==> src/rtl/prog_seq.sv <==
// Program run sequencer: holds the program counter in init for a fixed
// number of cycles, lets it run until halt or a cycle limit, then reports.
//
// state   | meaning
// --------+-----------------------------------------------------------
// IDLE    | waiting for start; PC held in init; last results visible
// INIT    | PC held in init for INIT_CYCLES cycles; halt ignored
// RUN     | PC free-running; counting cycles until halt or limit
// DONE    | one-cycle completion pulse; results captured
module prog_seq #(
    parameter int unsigned INIT_CYCLES = 2,
    parameter logic [15:0] MAX_CYCLES  = 16'd4000
) (
    input  logic        CLK,
    input  logic        RST_N,
    input  logic        start,
    input  logic        halt,
    input  logic [9:0]  PC,
    output logic        init,
    output logic        busy,
    output logic        done,
    output logic        timeout,
    output logic [15:0] cycle_count,
    output logic [9:0]  final_pc
);

    localparam logic [1:0] ST_IDLE = 2'd0;
    localparam logic [1:0] ST_INIT = 2'd1;
    localparam logic [1:0] ST_RUN  = 2'd2;
    localparam logic [1:0] ST_DONE = 2'd3;

    // Down-counter reaches zero on the last INIT cycle.
    localparam logic [3:0] INIT_LOAD = 4'(INIT_CYCLES - 1);

    logic [1:0]  state_q, state_d;
    logic [3:0]  init_cnt_q, init_cnt_d;
    logic [15:0] cycle_cnt_q, cycle_cnt_d;
    logic [9:0]  final_pc_q, final_pc_d;
    logic        timeout_q, timeout_d;
    logic [15:0] cycle_inc;

    assign cycle_inc = (cycle_cnt_q < MAX_CYCLES) ? cycle_cnt_q + 16'd1 : cycle_cnt_q;

    always_comb begin
        state_d     = state_q;
        init_cnt_d  = init_cnt_q;
        cycle_cnt_d = cycle_cnt_q;
        final_pc_d  = final_pc_q;
        timeout_d   = timeout_q;
        case (state_q)
            ST_IDLE: begin
                if (start) begin
                    state_d     = ST_INIT;
                    init_cnt_d  = INIT_LOAD;
                    cycle_cnt_d = 16'd0;
                    final_pc_d  = 10'd0;
                    timeout_d   = 1'b0;
                end
            end
            ST_INIT: begin
                if (init_cnt_q == 4'd0) begin
                    state_d = ST_RUN;
                end else begin
                    init_cnt_d = init_cnt_q - 4'd1;
                end
            end
            ST_RUN: begin
                // Halt takes priority over the limit on the same edge.
                if (halt) begin
                    state_d    = ST_DONE;
                    final_pc_d = PC;
                    timeout_d  = 1'b0;
                end else begin
                    cycle_cnt_d = cycle_inc;
                    if (cycle_inc == MAX_CYCLES) begin
                        state_d    = ST_DONE;
                        final_pc_d = PC;
                        timeout_d  = 1'b1;
                    end
                end
            end
            ST_DONE: begin
                state_d = ST_IDLE;
            end
            default: begin
                state_d = ST_IDLE;
            end
        endcase
    end

    always_ff @(posedge CLK or negedge RST_N) begin
        if (!RST_N) begin
            state_q     <= ST_IDLE;
            init_cnt_q  <= 4'd0;
            cycle_cnt_q <= 16'd0;
            final_pc_q  <= 10'd0;
            timeout_q   <= 1'b0;
        end else begin
            state_q     <= state_d;
            init_cnt_q  <= init_cnt_d;
            cycle_cnt_q <= cycle_cnt_d;
            final_pc_q  <= final_pc_d;
            timeout_q   <= timeout_d;
        end
    end

    assign init        = (state_q == ST_IDLE) || (state_q == ST_INIT);
    assign busy        = (state_q == ST_INIT) || (state_q == ST_RUN);
    assign done        = (state_q == ST_DONE);
    assign timeout     = timeout_q;
    assign cycle_count = cycle_cnt_q;
    assign final_pc    = final_pc_q;

endmodule

==> config.mk <==
export PLATFORM = sky130hd
export DESIGN_NAME = prog_seq
export DESIGN_NICKNAME = d
export VERILOG_FILES = /design/src/rtl/prog_seq.sv
export SDC_FILE = /design/constraint.sdc
export NUM_CORES = 1
export LEC_CHECK = 0
export CAP_MARGIN = 40
export CORE_UTILIZATION = 30
export DETAILED_ROUTE_END_ITERATION = 10
export DONT_BUFFER_PORTS = 1
export GPL_TIMING_DRIVEN = 0
export PLACE_DENSITY_LB_ADDON = 0.3
export SLEW_MARGIN = 15
export SYNTH_ARGS = -nofsm -noshare
export SYNTH_HDL_FRONTEND = slang
export SYNTH_SLANG_ARGS = --single-unit
==> constraint.sdc <==
create_clock -name CLK -period 2.63 [get_ports CLK]
set_input_delay 0.526 -clock CLK [delete_from_list [all_inputs] [get_ports CLK]]
set_output_delay 0.526 -clock CLK [all_outputs]
set_load 0.1 [all_outputs]
==> metrics.yaml, run 1 <==
outcome: "finished, violations left"
violations: "negative setup slack"
grt_use_total: 0.184
p_leak_uw: 0.00135
ys_seq_area_frac: 0.331
io_buffers: 0
synth_nets: 298
coreArea_um2: 7890
dp.cells: 402
tightest_slew_ps: 635
power_frac_seq: 0.242
hold_path_class: "input pin to async pin"
wl_per_cell_um: 18.1
area_delta_synth_final_pct: 39.1
ys.flop_type: "dfrtp_1"
synth-seq-cells: 33
synth_top_area_frac: 0.331
row_count: 32
die_w_um: 93.2
fmax_mhz: 363
max-vdd-ir-drop_mv: 0.698
ys_top_cells_by_count: "dfrtp_1 (33), nand2_1 (26), o21ai_0 (24)"
report.final.slew_viol_count: 0
total_power_uw: 3670
synthCells: 276
htree_levels: 2
cts_buffers: 5
clkPwrFrac: 0.111
routed_wl_um: 7740
drcViolationCount: 0
globalplace.congestion: 0.851
drt-initial-drc-count: 145
vias_per_cell: 5.60
crit_type: "flop to flop"
power.switching_uw: 1950
die_h_um: 93.2
ant_nets: 0
worst_setup_path_end_kind: "flop"
cp_max_fo: 6
die-area_um2: 8690
clkLatencyLatePin_ps: 300
p_per_area_nw_per_um2: 1060
crit_top_cell: "buf_6"
startpoint_type: "flop"
clock_path_buffers: 2
place_hpwl_um: 5120
layout-drive-gt1-share: 0.334
critPathSlowestCell: "dfrtp_4"
switching_share: 0.532
synth_area_um2: 2500
path_cells: "buf_6 -> o211ai_1 -> buf_4 -> o211a_1 -> nand4b_1 -> a32o_2 -> buf_6 -> buf_12 -> a221oi_4 -> o211ai_2"
share_comb_of_total_power: 0.646
start_util: 0.316
crit_required_ps: 2800
dr.pass1.iters: 5
grt_pass1_wl_um: 12400
cap_violations: 0
fin_util: 0.440
finalNonFillerCells: 428
grt_pass1_vias: 2469
synth_edf_count: 0
ios: 44
cts.clk_slew.worst_paths_ps: 80
hold_viol: 0
relSlewSlack: 0.573
synth_top_area_cell: "dfrtp_1"
grt_max_degree: 34
grt_setup_unrepaired: "true"
arrival_ps: 2930
grt-ovfl-total: 0
hold_ws_ps: 51.4
antenna_cells: 0
via_count: 2395
finalCriticalPeriod_ps: 2760
syn_area_per_cell_um2: 9.04
setup_violations: 12
yosys_warnings: 0
cts_root_buf: "clkbuf_8"
nets: 347
synth_area_leaders: "dfrtp_1 (33%), o211ai_2 (5.5%), a221oi_2 (5.4%), o21ai_0 (4.8%), and2_1 (4.0%)"
skew_ps: 4.89
tritoncts: "done"
antenna_found_initial: 0
synthArstFlopShare: 1.00
post-route-period-util: 1.05
finalSetupTns_ps: -1140
cts_sinks: 33
synth_cell_types: 60
fin_ws_ps: -128
yosysMostFrequentCell: "dfrtp_1"
cpPeakStageDelay_ps: 630
intPower_uw: 1720
path summary, 6_finish.rpt:
| check | end | slack (ps) | from | cells after the start |
|---|---|---|---|---|
| max | final_pc[6] | -130 | cycle_count[6] | 10 |
| min | final_pc[2] | 50 | RST_N | 1 |
| max reg2reg | final_pc[6] | -130 | cycle_count[6] | 10 |
| min reg2reg | init_cnt_q[1] | 580 | init_cnt_q[1] | 1 |
| max in group asynchronous | cycle_count[5] | 2380 | RST_N | 1 |
| min in group CLK | init_cnt_q[3] | 450 | start | 2 |
registers in the layout, indices dropped and copies added, names as in the netlist:
register,flops
cycle_count,16
final_pc,10
init_cnt_q,4
state_q,2
timeout,1
per-layer routing:
layer / track usage / vias to the layer above / wire length (um) / share of wire
li1: - / 1158 / - / -
met1: 0.225 / 1142 / 3240 / 0.42
met2: 0.301 / 80 / 3810 / 0.49
met3: 0.0455 / 15 / 518 / 0.067
met4: 0.0872 / 0 / 165 / 0.021
met5: 0 / - / 0 / 0
cell families (layout without fill, tap and decap cells):
group	Yosys count	after routing	share of synthesized area
flops	33	33	0.331
simple gates	113	113	0.252
compound gates	90	90	0.305
xor+xnor	2	2	0.00702
mux	2	2	0.00802
fa+ha+maj	8	8	0.0401
buf+inv	28	78	0.0571
stage by stage:
| stage | setup slack, ps | cell area [um2] |
|---|---|---|
| 6_report | -128 | 3470 |
| 3_5_place_dp | -520 | 3040 |
| 5_1_grt | -249 | 3470 |
| 4_1_cts | -103 | 3370 |
| 3_3_place_gp | -484 | 2650 |
| 2_1_floorplan | 43.2 | 2520 |
cells in the final DEF, fill, tap and decap left out, types with 10 or more instances in the layout:
cell type,count
nor3_1,13
o211ai_2,11
dfrtp_4,11
o21ai_0,15
a21oi_1,11
buf_16,12
buf_4,13
dfrtp_1,17
or3_1,10
nand2_1,26
and2_1,16
critical path: cells and delay by family, from the launching register on:
family | cells | cell delay [ps]
AO/OA/AOI/OAI | 5 | 1250
AND/OR/NAND/NOR | 1 | 100
buffers and inverters | 4 | 660
flip-flops | 1 | 630
timing repair:
item	in CTS	in global routing
buffers inserted	14	1
setup endpoints to repair	13	17
pin swaps	12	8
hold buffers	1	0
gates resized for setup	37	13
gates cloned	1	1
hold endpoints to repair	33	0
cell type report:
cell class                      count  area, um2
Fill cell                         745       4420
Multi-Input combinational cell    215       1650
Sequential cell                    33        873
Timing Repair Buffer               42        553
Buffer                             19        145
Tap cell                          102        128
Clock buffer                        5       68.8
Inverter                            9       33.8
Clock inverter                      3       17.5
power by group through the flow:
stage / Sequential (uW) / Clock, uW / Combinational (uW)
final: 890 / 408 / 2370
after global placement: 1260 / 0 / 1330
after detailed placement: 902 / 0 / 2220
after CTS: 890 / 418 / 2280
after global routing: 910 / 433 / 2510
after floorplan: 1220 / 0 / 1110
(Power assumes the default switching activity.)
==> run 2: changes to the inputs <==
Settings changed: GPL_TIMING_DRIVEN 0 to not set.
==> metrics.yaml, run 2 (same netlist as run 1, synthesis figures left out) <==
largest_reg_flops: 16
path_cells: "or4_4 -> a2111oi_4 -> o2111ai_1 -> and3_4 -> or2_4 -> a211o_1"
final_common_cell: "buf_4"
grt_pass1_vias: 2310
grt_setup_unrepaired: "false"
die-area_um2: 8690
grt_use_total: 0.166
cp_max_fo: 12
power_frac_seq: 0.220
clkPwrFrac: 0.110
p_per_area_nw_per_um2: 1060
finalSetupTns_ps: 0
power.switching_uw: 1820
grt_max_degree: 34
worst_setup_path_end_kind: "flop"
worst-r2r-cell-count: 6
post-route-period-util: 0.953
nets: 342
dr.pass1.iters: 4
layout-drive-gt1-share: 0.324
report.final.slew_viol_count: 0
vias_per_cell: 5.50
intPower_uw: 1670
antenna_cells: 0
mostFrequentLayoutCells: "buf_4 (32), nand2_1 (26), o21ai_0 (24)"
area_delta_synth_final_pct: 31.5
startpoint_type: "flop"
cts_buffers: 5
ios: 44
coreArea_um2: 7890
wl_per_cell_um: 15.9
fmax_mhz: 399
grt_pass1_wl_um: 11500
regArea_um2: 851
drt-initial-drc-count: 186
die_h_um: 93.2
critPathSlowestCell: "or4_4"
hold_viol: 0
arrival_ps: 2690
cts_root_buf: "clkbuf_8"
crit_type: "flop to flop"
fillers: 770
skew_ps: 6.21
htree_levels: 2
row_count: 32
switching_share: 0.522
r2r_start: "cycle_count[14]"
cap_violations: 0
cts.clk_slew.worst_paths_ps: 80
outcome: "finished clean"
total_power_uw: 3490
drcViolationCount: 0
crit_required_ps: 2810
clkLatencyLatePin_ps: 290
start_util: 0.316
die_w_um: 93.2
tritoncts: "done"
max-vdd-ir-drop_mv: 0.448
via_count: 2326
globalplace.congestion: 0.851
grt-ovfl-total: 0
regToRegSetupSlack_ps: 120
cts_sinks: 33
finalCriticalPeriod_ps: 2510
antenna_found_initial: 0
relSlewSlack: 0.622
tightest_slew_ps: 565
rr_endpoint: "state_q[1]"
clock_path_buffers: 2
share_comb_of_total_power: 0.671
place_hpwl_um: 4880
io_buffers: 0
setup_violations: 0
ant_nets: 0
routed_wl_um: 6730
p_leak_uw: 0.00131
multi_input_area_um2: 1540
hold_path_class: "input pin to async pin"
cts_setup_buffers: 0
cpPeakStageDelay_ps: 580
## run 2: metal layers
metal,GRT usage,wire length [um],up-vias
li1,-,-,1140
met1,0.218,3040,1121
met2,0.271,3250,57
met3,0.0325,341,8
met4,0.0577,98,0
met5,0,0,-
## run 2: power groups by stage
stage               sequential, uW  combinational (uW)  clock (uW)
CTS                            767                2350         405
finish                         767                2340         383
detailed placement             777                2330           0
global route                   783                2510         421
global placement              1140                1560           0
floorplan                     1220                1110           0
## run 2: layout make-up
| class | count | share of cell area |
|---|---|---|
| multi-input cells | 215 | 0.469 |
| flip-flops and latches | 33 | 0.259 |
| repair buffers | 56 | 0.196 |
| well taps | 102 | 0.0389 |
| clock buffers | 5 | 0.0210 |
| inverters | 9 | 0.0103 |
| clock inverters | 3 | 0.00534 |
## run 2: worst max-delay path, delay by kind of cell (launching register included)
kind             cells  cell delay [ps]
AND/OR/NAND/NOR      3             1120
AO/OA/AOI/OAI        3              840
flip-flops           1              430
## run 2: worst max path at each step
stage,from,endpoint,slack [ps],cells after the start
CTS,cycle_count[14],state_q[1],130,6
detailed placement,cycle_count[14],state_q[1],130,6
global placement,cycle_count[14],state_q[1],180,6
global route,cycle_count[14],final_pc[2],30,7
floorplan,cycle_count[3],final_pc[0],40,9
finish,cycle_count[14],state_q[1],120,6
## run 2: repair_timing
| action | in CTS | in global routing |
|---|---|---|
| resized for setup | 0 | 0 |
| hold endpoints to repair | 33 | 0 |
| hold buffers | 1 | 0 |
## run 2: stage by stage
stage          hold slack, ps  area [um2]   util  cells  setup WS (ps)
2_1_floorplan             230        2520      -    276           43.2
3_3_place_gp              231        2830  0.359    393            183
3_5_place_dp              231        3180  0.403    414            133
4_1_cts                  56.3        3280  0.416    423            127
5_1_grt                  57.9        3280  0.416    423           31.3
6_report                 60.2        3280  0.416    423            123
